==> src/rtl/tone_seq_pkg.sv <==
// Shared types, note codes and note-stepping helpers for the tone sequencer.
package tone_seq_pkg;

   typedef enum logic [1:0] {
      IDLE = 2'd0,
      PLAY = 2'd1,
      GAP  = 2'd2,
      DONE = 2'd3
   } seq_state_t;

   localparam int NUM_NOTES = 8;

   localparam logic [2:0] NOTE_DO  = 3'd0;
   localparam logic [2:0] NOTE_RE  = 3'd1;
   localparam logic [2:0] NOTE_MI  = 3'd2;
   localparam logic [2:0] NOTE_FA  = 3'd3;
   localparam logic [2:0] NOTE_SO  = 3'd4;
   localparam logic [2:0] NOTE_LA  = 3'd5;
   localparam logic [2:0] NOTE_SI  = 3'd6;
   localparam logic [2:0] NOTE_DO2 = 3'd7;

   // Scale arithmetic wraps mod NUM_NOTES, so the step past the end lands on the first note.
   function automatic logic [2:0] step_note(input logic [2:0] note, input logic descending);
      int unsigned nxt;
      nxt = (int'(note) + (descending ? NUM_NOTES - 1 : 1)) % NUM_NOTES;
      return nxt[2:0];
   endfunction

   function automatic logic [2:0] first_note(input logic descending);
      return descending ? NOTE_DO2 : NOTE_DO;
   endfunction

   function automatic logic [2:0] final_note(input logic descending);
      return descending ? NOTE_DO : NOTE_DO2;
   endfunction

endpackage

==> src/rtl/tone_seq_timer.sv <==
// Tick counter: counts while running, clears on request or when it reaches the runtime limit.
module tone_seq_timer #(
   parameter int CW = 24
) (
   input  logic          CLOCK_50M,
   input  logic          reset,
   input  logic          clr,
   input  logic [CW-1:0] limit,
   output logic          expired
);

   logic [CW-1:0] count;

   assign expired = (count == limit);

   always_ff @(posedge CLOCK_50M) begin
      if (reset || clr || expired) begin
         count <= '0;
      end else begin
         count <= count + 1'b1;
      end
   end

endmodule

==> src/rtl/tone_sequencer.sv <==
// Auto-plays the 8-note scale on the tone generator, up or down, optionally looping.
// Define TONE_SEQ_GAP_EN to insert GAP_TICKS of silence between notes and at the loop wrap.
module tone_sequencer
   import tone_seq_pkg::*;
#(
   parameter int NOTE_TICKS = 12_500_000,
   parameter int GAP_TICKS  = 2_500_000
) (
   input  logic       CLOCK_50M,
   input  logic       reset,
   input  logic       start,
   input  logic       stop,
   input  logic       loop,
   input  logic       dir,
   output logic [2:0] note_sel,
   output logic       tone_en,
   output logic       busy,
   output logic       done
);

   localparam int MAX_TICKS = (NOTE_TICKS > GAP_TICKS) ? NOTE_TICKS : GAP_TICKS;
   localparam int CW        = $clog2(MAX_TICKS);

   seq_state_t    state;
   logic          dir_q;
   logic          expired;
   logic          timer_clr;
   logic          in_gap;
   logic [CW-1:0] limit;
   logic [2:0]    next_note;
   logic          at_last;

`ifdef TONE_SEQ_GAP_EN
   assign in_gap = (state == GAP);
`else
   assign in_gap = 1'b0;
`endif

   // The counter only runs while a note or a gap is timing; stop aborts it immediately.
   assign timer_clr = !((state == PLAY) || in_gap) || stop;
   assign limit     = in_gap ? CW'(GAP_TICKS - 1) : CW'(NOTE_TICKS - 1);
   assign next_note = step_note(note_sel, dir_q);
   assign at_last   = (note_sel == final_note(dir_q));

   tone_seq_timer #(
      .CW (CW)
   ) u_timer (
      .CLOCK_50M (CLOCK_50M),
      .reset     (reset),
      .clr       (timer_clr),
      .limit     (limit),
      .expired   (expired)
   );

   always_ff @(posedge CLOCK_50M) begin
      if (reset) begin
         state    <= IDLE;
         dir_q    <= 1'b0;
         note_sel <= NOTE_DO;
         tone_en  <= 1'b0;
         busy     <= 1'b0;
         done     <= 1'b0;
      end else begin
         done <= 1'b0;
         if (stop) begin
            state   <= IDLE;
            tone_en <= 1'b0;
            busy    <= 1'b0;
         end else begin
            case (state)
               IDLE: begin
                  if (start) begin
                     state    <= PLAY;
                     dir_q    <= dir;
                     note_sel <= first_note(dir);
                     tone_en  <= 1'b1;
                     busy     <= 1'b1;
                  end
               end
               PLAY: begin
                  if (expired) begin
                     if (at_last && !loop) begin
                        state   <= DONE;
                        tone_en <= 1'b0;
                        done    <= 1'b1;
                     end else begin
`ifdef TONE_SEQ_GAP_EN
                        state   <= GAP;
                        tone_en <= 1'b0;
`else
                        note_sel <= next_note;
`endif
                     end
                  end
               end
`ifdef TONE_SEQ_GAP_EN
               GAP: begin
                  if (expired) begin
                     state    <= PLAY;
                     note_sel <= next_note;
                     tone_en  <= 1'b1;
                  end
               end
`endif
               DONE: begin
                  state <= IDLE;
                  busy  <= 1'b0;
               end
               default: begin
                  state   <= IDLE;
                  tone_en <= 1'b0;
                  busy    <= 1'b0;
               end
            endcase
         end
      end
   end

endmodule

==> config.mk <==
export PLATFORM = sky130hd
export DESIGN_NAME = tone_sequencer
export DESIGN_NICKNAME = d
export VERILOG_FILES = /design/src/rtl/tone_seq_pkg.sv /design/src/rtl/tone_seq_timer.sv /design/src/rtl/tone_sequencer.sv
export SDC_FILE = /design/constraint.sdc
export NUM_CORES = 1
export LEC_CHECK = 0
export BUFFER_PORTS_ARGS = -buffer_cell sky130_fd_sc_hd__buf_2
export CAP_MARGIN = 20
export CORE_ASPECT_RATIO = 1.25
export CORE_MARGIN = 4
export CORE_UTILIZATION = 45
export DETAILED_ROUTE_END_ITERATION = 12
export PLACE_DENSITY = 0.65
export SYNTH_ARGS = -nofsm -noshare
export SYNTH_HDL_FRONTEND = slang
export SYNTH_SLANG_ARGS = --single-unit
==> constraint.sdc <==
create_clock -name CLOCK_50M -period 1.89 [get_ports CLOCK_50M]
set_input_delay 0.378 -clock CLOCK_50M [delete_from_list [all_inputs] [get_ports CLOCK_50M]]
set_output_delay 0.378 -clock CLOCK_50M [all_outputs]
set_load 0.01 [all_outputs]
After elaboration in Yosys (flattened, before gate mapping)
Cells that the tools add are included.
- add/subtract/negate cells: 2
- reduce and logical (&&, ||, !) cells: 15
- bitwise operators: 4
- mux-type cells: 17
- equality and inequality tests: 8
- operators by type and width (kind ; count):
    24-bit by 1-bit adder with 24-bit output (second input constant) ; 1
    24-bit == test (second input constant) ; 1
    3-bit 2-to-1 mux ; 6
    2-bit 2-to-1 mux ; 3
    3-bit one-hot mux with 2 select lines ; 1
    3-bit AND reduction ; 2
    5-bit AND reduction ; 1
    1-bit 2-to-1 mux ; 4
    2-bit by 1-bit != test with 1-bit output (second input constant) ; 2
    2-bit != test (second input constant) ; 2
    1-bit NOT ; 4
    2-bit one-hot mux with 2 select lines ; 1
    4-bit AND reduction ; 1
    4-bit OR reduction ; 1
    3-bit adder ; 1
    3-bit == test ; 1
    1-bit logical OR ; 3
    1-bit one-hot mux with 3 select lines ; 1
    2-bit by 1-bit == test with 1-bit output (second input constant) ; 1
    2-bit == test (second input constant) ; 1
    1-bit zero test ; 2
    2-bit zero test ; 1
    1-bit one-hot mux with 2 select lines ; 1
    2-bit AND reduction ; 1
    other kinds (3) ; 3
- output and inout port bits: 6
- word-level logic and storage cells: 53
- register bits after elaboration: 33
- input bits: 6

Depth between registers and ports, before layout
Gate-level depths: netlist of run 1.
- depth in word-level cells: 6
- mapped depth: 8
- gate-level depth less buffers: 7

Hierarchy
Synthesis of run 1 repeated with hierarchy kept, for this count alone.
- cell total of the unflattened synthesis: 206
- area total of the unflattened synthesis: 1830.5 um^2
- by module, submodules not included (module ; seq. area each (um^2) ; cells each ; times used ; area each (um^2)):
    tone_seq_timer ; 480.5 ; 150 ; 1 ; 1326.3
    tone_sequencer ; 180.2 ; 56 ; 1 ; 504.2

Worst setup path after synthesis of run 1
No wires, ideal clock.
- kind: register -> register
- start point: register u_timer.count[0]
- end point: register note_sel[0]
- clock period less this slack: 1.763 ns
- data arrival time: 1.704 ns
- data required time: 1.831 ns
- stages on the path, launching flop included: 7
- path buffers: 0
- library setup time: 0.059 ns
- setup slack: 0.127 ns
- cell sequence: dfxtp_1 > ha_1 > and4_4 > nand4_2 > or4_4 > a2bb2oi_2 > and3_1
- longest elaborated chain between the ends: 3
- RTL lines (item ; line ; text):
    start: declaration ; tone_seq_timer.sv:12 ; logic [CW-1:0] count;
    start signal: assignment ; tone_seq_timer.sv:20 ; count <= count + 1'b1;
    24-bit == test ; tone_seq_timer.sv:14 ; assign expired = (count == limit);
    2-bit by 1-bit != test with 1-bit output (no line) ; n/a ;
    5-bit AND reduction (no line) ; n/a ;
    end signal: assignment ; tone_sequencer.sv:75 ; note_sel <= first_note(dir);
    end signal: assignment ; tone_sequencer.sv:91 ; note_sel <= next_note;
    end: declaration ; tone_sequencer.sv:15 ; output logic [2:0] note_sel,
Every way passes these cells.
A chain may end at the register's enable or synchronous reset.

Final worst setup path of run 1
Same ends and word-level chain as after synthesis.

==> flow_summary.yaml, run 1 <==
setup_path:
  reg2reg_slack_ns: 0.09
  worstSetupEndpointType: "flop"
  worst_r2r_path_depth: 6
  crit-reg2reg-capture: "note_sel[0]"
  setup.worst_path.end: "note_sel[0]"
  crit_fanout: 4
  crit_type: "flop to flop"
  startpoint: "u_timer.count[0]"
  crit_arrival_ns: 2.02
  start_kind: "flop"
  r2r-start: "u_timer.count[0]"
  worstPathRequired_ns: 2.11
cells_and_area:
  syn2layout_area_growth_pct: 17.1
  fin_nets: 204
  multi_input_area_sq_um: 875
  n_antenna_cell: 0
  fillCellCount: 304
  seq_area_sq_um: 663
  fin_util: 0.562
  drive_gt1_frac: 0.189
route:
  drt_pre_antenna_iters: 4
  wirelength_um: 2990
  drc: 0
  ant_nets: 0
  routedWlPerCell_um: 12.8
  via_per_inst: 5.53
  via_count: 1289
  dr.first_iter.drc_count: 57
yosys:
  yosysWarningCount: 0
  synth_common_cells: "nor2_1 (34), dfxtp_1 (33), nand3_1 (15), xor2_1 (15), xnor2_1 (9)"
  async_flop_share: 0
  syn-cell-area_sq_um: 1570
  ys_types: 36
  synth_seq_cells: 33
  seq_area_frac_synth: 0.420
  synth_top_area_share: 0.420
  synth_edf_count: 0
  synth_area_per_cell_sq_um: 8.94
  syn-instance-count: 176
  yosysTopAreaCell: "dfxtp_1"
  synth.net_count: 185
  yosysMostFrequentCell: "nor2_1"
  synthTopCellsByArea: "dfxtp_1 (42%), xor2_1 (8.3%), nor2_1 (8.1%), xnor2_1 (5.0%), nand3_1 (4.8%)"
  synthFlopType: "dfxtp_1"
timing:
  finalCritPeriodShare: 0.952
  max_freq_mhz: 556
  finalSetupViolCount: 0
  worstMarginPinSlew_ns: 0.344
  slew_viol_final: 0
  relSlewSlack: 0.770
  post-route-min-period_ns: 1.80
  hold_viol_final: 0
  skew_ns: 0.00937
  setup_ws_ns: 0.0908
global_route:
  grt_overflow: 0
  grt_pass1_wl_um: 5150
  antenna_found_initial: 0
  grt_pass1_vias: 1224
  grt_max_degree: 25
  grtUsageTotal: 0.153
power:
  switchingPower_mw: 0.290
  internal-power_mw: 1.17
  p_comb_frac: 0.053
  irDropWorstVdd_uv: 734
  cellPowerDensity_nw_per_um2: 791
  seqPwrFrac: 0.490
  leakagePower_nw: 0.651
  p_clk_frac: 0.458
  sw_frac_of_total: 0.199
cts:
  cts_max_path_buffers: 2
  htree_levels: 2
  cts_tree: "done"
  clkTransAtPathRegs_ns: 0.07
  clock_sinks: 33
  cts-root-buf: "clkbuf_8"
  clock_latency_ns: 0.28
  numCtsBuffers: 5
floorplanning:
  num_rows: 23
  die_h_um: 74.1
  initial_core_util: 0.480
  io-pin-count: 12
  coreArea_sq_um: 3280
  die_w_um: 60.9
  die_area_sq_um: 4510
run:
  max-cap-violations: 0
place:
  hpwl_um: 2160
  gp_congestion: 0.836
  io_buffers: 11
  preCtsSetupSlack_ns: 0.0484
hold_path:
  min_path_type: "input port to flop"
outcome:
  outcome: "finished clean"
cells in the final DEF (no fill, tap or decap), types with 2 or more instances in the layout:
master	instances
nor2_1	34
dfxtp_1	31
nand3_1	15
xor2_1	15
buf_2	11
xnor2_1	9
inv_1	8
nand2_1	7
a21oi_1	7
nand4_1	6
clkbuf_8	6
nor4_1	5
buf_4	5
and3_1	4
nor4_2	2
and4_1	2
nand3b_1	2
nor2b_1	2
mux2i_1	2
nor3b_1	2
dfxtp_2	2
power by group through the flow:
| stage | logic [mW] | clock network (mW) | registers (mW) |
|---|---|---|---|
| after floorplan | 0.0478 | 0 | 0.730 |
| after global placement | 0.0717 | 0 | 0.729 |
| after detailed placement | 0.0741 | 0 | 0.730 |
| after CTS | 0.0747 | 0.692 | 0.714 |
| after global routing | 0.0865 | 0.730 | 0.715 |
| final | 0.0767 | 0.668 | 0.714 |
layer usage:
layer  vias up  wire length (um)  GRT usage
li1        636                 -          -
met1       608              1240      0.165
met2        31              1480      0.263
met3        14               161     0.0486
met4         0               101     0.0795
met5         -                 0          0
stage by stage:
| stage | power [mW] | area (sq um) | TNS (ns) | instances | hold WS (ns) |
|---|---|---|---|---|---|
| 6_report | 1.46 | 1840 | 0 | 233 | 0.365 |
| 2_1_floorplan | 0.778 | 1570 | 0 | 176 | 0.429 |
| 5_1_grt | 1.53 | 1840 | -0.00318 | 233 | 0.381 |
| 4_1_cts | 1.48 | 1810 | 0 | 233 | 0.354 |
| 3_3_place_gp | 0.800 | 1690 | 0 | 225 | 0.444 |
| 3_5_place_dp | 0.804 | 1690 | 0 | 225 | 0.449 |
cells by family after synthesis:
group	share of synthesized area
muxes	0.0127
buffers and inverters	0.0437
xor gates and xnor gates	0.134
AOI/OAI and AO/OA	0.0461
adders and majority gates	0.0286
and+or+nand+nor	0.316
DFF	0.420
area by class of cell:
cell class | count | share of cell area
clock buffers | 7 | 0.0468
repair buffers | 17 | 0.0611
well taps | 37 | 0.0251
flip-flops and latches | 33 | 0.360
inverters | 8 | 0.0163
multi-input cells | 130 | 0.475
clock inverters | 1 | 0.0163
worst max-delay path, cell delays in order (launching register included):
cell and delay (ns):
dfxtp_2 0.37, ha_4 0.15, and4_4 0.24, nand4_2 0.11
or4_4 0.58, a2bb2oi_2 0.14, and3_1 0.16
state kept, by name, summed over array words and instances (netlist names):
signal	count
u_timer.count	24
note_sel	3
state	2
busy	1
dir_q	1
done	1
tone_en	1
worst min-delay path by stage:
stage | start | to | slack (ns) | cells past startpoint
5_1_grt | reset | done | 0.38 | 2
6_report | reset | dir_q | 0.37 | 2
4_1_cts | reset | dir_q | 0.35 | 2
3_5_place_dp | u_timer.count[0] | u_timer.count[0] | 0.45 | 1
3_3_place_gp | u_timer.count[0] | u_timer.count[0] | 0.44 | 1
2_1_floorplan | u_timer.count[0] | u_timer.count[0] | 0.43 | 1
repair_timing:
action | in CTS | in global routing
endpoints found under the setup margin | 0 | 27
hold buffers | 0 | 0
buffers inserted | 0 | 0
resized for setup | 0 | 6
endpoints found under the hold margin | 0 | 0
Note: power is estimated with default switching activity, not from simulation.
==> run 2, diff against run 1 <==
- SLEW_MARGIN: default -> 20
- SYNTH_HIERARCHICAL: default -> 1
==> run 2 against run 1 <==
The run now ends with negative setup slack left. Via count grew 22%. Setup slack got worse by 0.38 ns. Largest cell class unchanged. Largest power group unchanged. Register-to-register slack worse by 0.38 ns. Combinational power increased by 76%. Critical endpoint is now note_sel[1]. Cell area increased by 42%. Cell count rose by 41%. Critical path type unchanged. Sequential cell count is the same. Core utilization up 12 points. Clock power fell by 14%. Clock skew decreased by 0.0037 ns. Non-clock buffer count is 29 higher.
==> flow_summary.yaml, run 2 <==
outcome:
  outcome: "complete, but fails checks"
  violations: "negative setup slack"
yosys:
  seq_area_frac_synth: 0.361
  synthFlopType: "dfxtp_1"
  synth_edf_count: 0
  syn-instance-count: 206
  synth_top_area_share: 0.361
  synth_area_per_cell_sq_um: 8.89
  yosysTopAreaCell: "dfxtp_1"
  ys_types: 36
  syn-cell-area_sq_um: 1830
  synth_seq_cells: 33
  yosysWarningCount: 6
  synth_common_cells: "dfxtp_1 (33), xor2_1 (33), nor2_1 (29)"
  async_flop_share: 0
  synthTopCellsByArea: "dfxtp_1 (36%), xor2_1 (16%), xnor2_1 (7.2%), nor2_1 (5.9%), nand4_1 (3.4%)"
setup_path:
  setup.worst_path.end: "note_sel[1]"
  path_cells: "xor2_1, nor4_2, nand4_1, nor4_2, nand2_1, a211o_4, a2111o_1, a21oi_2"
  path_depth: 8
  worstPathRequired_ns: 2.10
  path_delay_family: "simple AND/OR/NAND/NOR gates"
  worstSetupEndpointType: "flop"
  cp_slowest_cell: "a211o_4"
  r2r-start: "u_timer/count[14]"
  worst_r2r_path_depth: 8
  crit_top_cell: "nor4_2"
  critical_path_buf_inv_count: 0
  reg2reg_slack_ns: -0.29
  crit_type: "flop to flop"
  crit-reg2reg-capture: "note_sel[1]"
  crit_arrival_ns: 2.39
  cp_slowest_stage_delay_ns: 0.37
  startpoint: "u_timer/count[14]"
  start_kind: "flop"
  crit_fanout: 6
hold_path:
  whs_path_depth: 2
  min_path_type: "input port to flop"
timing:
  slew_viol_final: 0
  skew_ns: 0.00567
  worstMarginPinSlew_ns: 0.528
  finalCritPeriodShare: 1.15
  rsz0062_at_grt: "true"
  relSlewSlack: 0.648
  post-route-min-period_ns: 2.18
  hold_viol_final: 0
  finalSetupViolCount: 27
  max_freq_mhz: 458
  setup_ws_ns: -0.292
  finalHoldWorstSlack_ns: 0.324
global_route:
  grt.busiest_layer: "met2"
  grt_max_degree: 11
  grt_pass1_wl_um: 6790
  antenna_found_initial: 0
  use_met3: 0.0410
  gr-usage-met1: 0.173
  grt_overflow: 0
  grtUsageTotal: 0.171
  met2_usage: 0.324
  grt_pass1_vias: 1563
cts:
  clkTransAtPathRegs_ns: 0.07
  clock_latency_ns: 0.28
  numCtsBuffers: 5
  cts_tree: "done"
  ctsHoldBuffers: 0
  htree_levels: 2
  cts-root-buf: "clkbuf_8"
  cts_max_path_buffers: 2
  clock_sinks: 33
floorplanning:
  initial_core_util: 0.476
  num_rows: 25
  coreArea_sq_um: 3850
  die_area_sq_um: 5160
  die_h_um: 79.3
  die_w_um: 65.0
  io-pin-count: 12
route:
  drt_pre_antenna_iters: 4
  wirelength_um: 4040
  drc: 0
  via_per_inst: 4.77
  dr.first_iter.drc_count: 64
  ant_nets: 0
  via_count: 1570
  routedWlPerCell_um: 12.3
cells_and_area:
  final_cell_mix: "xor2_1 (32), buf_4 (30), conb_1 (24)"
  largest_reg_flops: 24
  fillCellCount: 316
  multi_input_area_sq_um: 1350
  syn2layout_area_growth_pct: 42.6
  reg_top3: "u_timer/count (24), note_sel (3), state (2)"
  fin_cells: 329
  drive_gt1_frac: 0.385
  seq_area_sq_um: 682
  fin_nets: 283
  final_area_sq_um: 2610
  regMostFlops: "u_timer/count"
  layout.cells.most_common: "xor2_1"
  n_antenna_cell: 0
power:
  cellPowerDensity_nw_per_um2: 546
  leakagePower_nw: 1.00
  irDropWorstVdd_uv: 416
run:
  max-cap-violations: 0
place:
  hpwl_um: 2780
  place_area_sq_um: 2230
  gp_congestion: 0.768
  place_inst: 313
  io_buffers: 11
run 2: changes by cell type after synthesis, moves of 3 or more:
| cell | before | now |
|---|---|---|
| o21ai_0 | 0 | 3 |
| nand4_1 | 6 | 10 |
| a21oi_1 | 7 | 4 |
| xor2_1 | 15 | 33 |
| nand3_1 | 15 | 10 |
| xnor2_1 | 9 | 15 |
| nor2_1 | 34 | 29 |
| nor3_1 | 1 | 7 |
| nand2_1 | 7 | 10 |
run 2: worst min path at each step:
| stage | start | endpoint | slack [ns] |
|---|---|---|---|
| final | start | state[0] | 0.32 |
| after global routing | start | state[0] | 0.33 |
| after CTS | start | state[0] | 0.32 |
| after detailed placement | busy | busy | 0.45 |
| after global placement | busy | busy | 0.45 |
| after floorplan | u_timer/count[0] | u_timer/count[0] | 0.44 |
run 2: cell families (layout without fill, tap and decap cells):
logic type,count (synthesis),count (layout),synth area share
muxes,1,1,0.00547
AOI/OAI and AO/OA,17,17,0.0882
xor gates and xnor gates,48,48,0.230
other,2,24,0.00410
and+or+nand+nor,88,88,0.245
adders and majority gates,3,3,0.0246
buffers and inverters,14,61,0.0424
DFF,33,33,0.361
run 2: what timing repair did:
item	in CTS	in global routing
gates cloned	3	0
endpoints found under the setup margin	27	27
hold endpoints to repair	0	0
pin swaps	15	10
gates resized for setup	14	39
buffers inserted	7	2
run 2: cell type report:
type,count,area share
inverters,7,0.0101
clock inverters,1,0.00192
well taps,54,0.0259
clock buffers,7,0.0369
repair buffers,46,0.146
multi-input cells,181,0.518
flip-flops and latches,33,0.261
run 2: report_power, final:
part / total [mW] / switching [mW] / internal [mW]
clock network: 0.577 / 0.248 / 0.329
registers: 0.713 / 0.00973 / 0.703
logic: 0.135 / 0.0736 / 0.0613
total: 1.42 / 0.331 / 1.09
run 2: metal layers:
metal / vias up / routed length (um)
met2: 26 / 2220
met1: 725 / 1610
met5: - / 0
met3: 6 / 141
li1: 813 / -
met4: 0 / 70
run 2: through the flow:
step / total power [mW] / setup slack [ns] / util / setup TNS [ns]
floorplan: 0.804 / 0.00358 / - / 0
global placement: 0.835 / -0.247 / 0.579 / -2.37
detailed placement: 0.838 / -0.349 / 0.579 / -2.54
CTS: 1.44 / -0.253 / 0.645 / -2.07
global route: 1.49 / -0.436 / 0.678 / -6.06
finish: 1.42 / -0.292 / 0.678 / -3.10
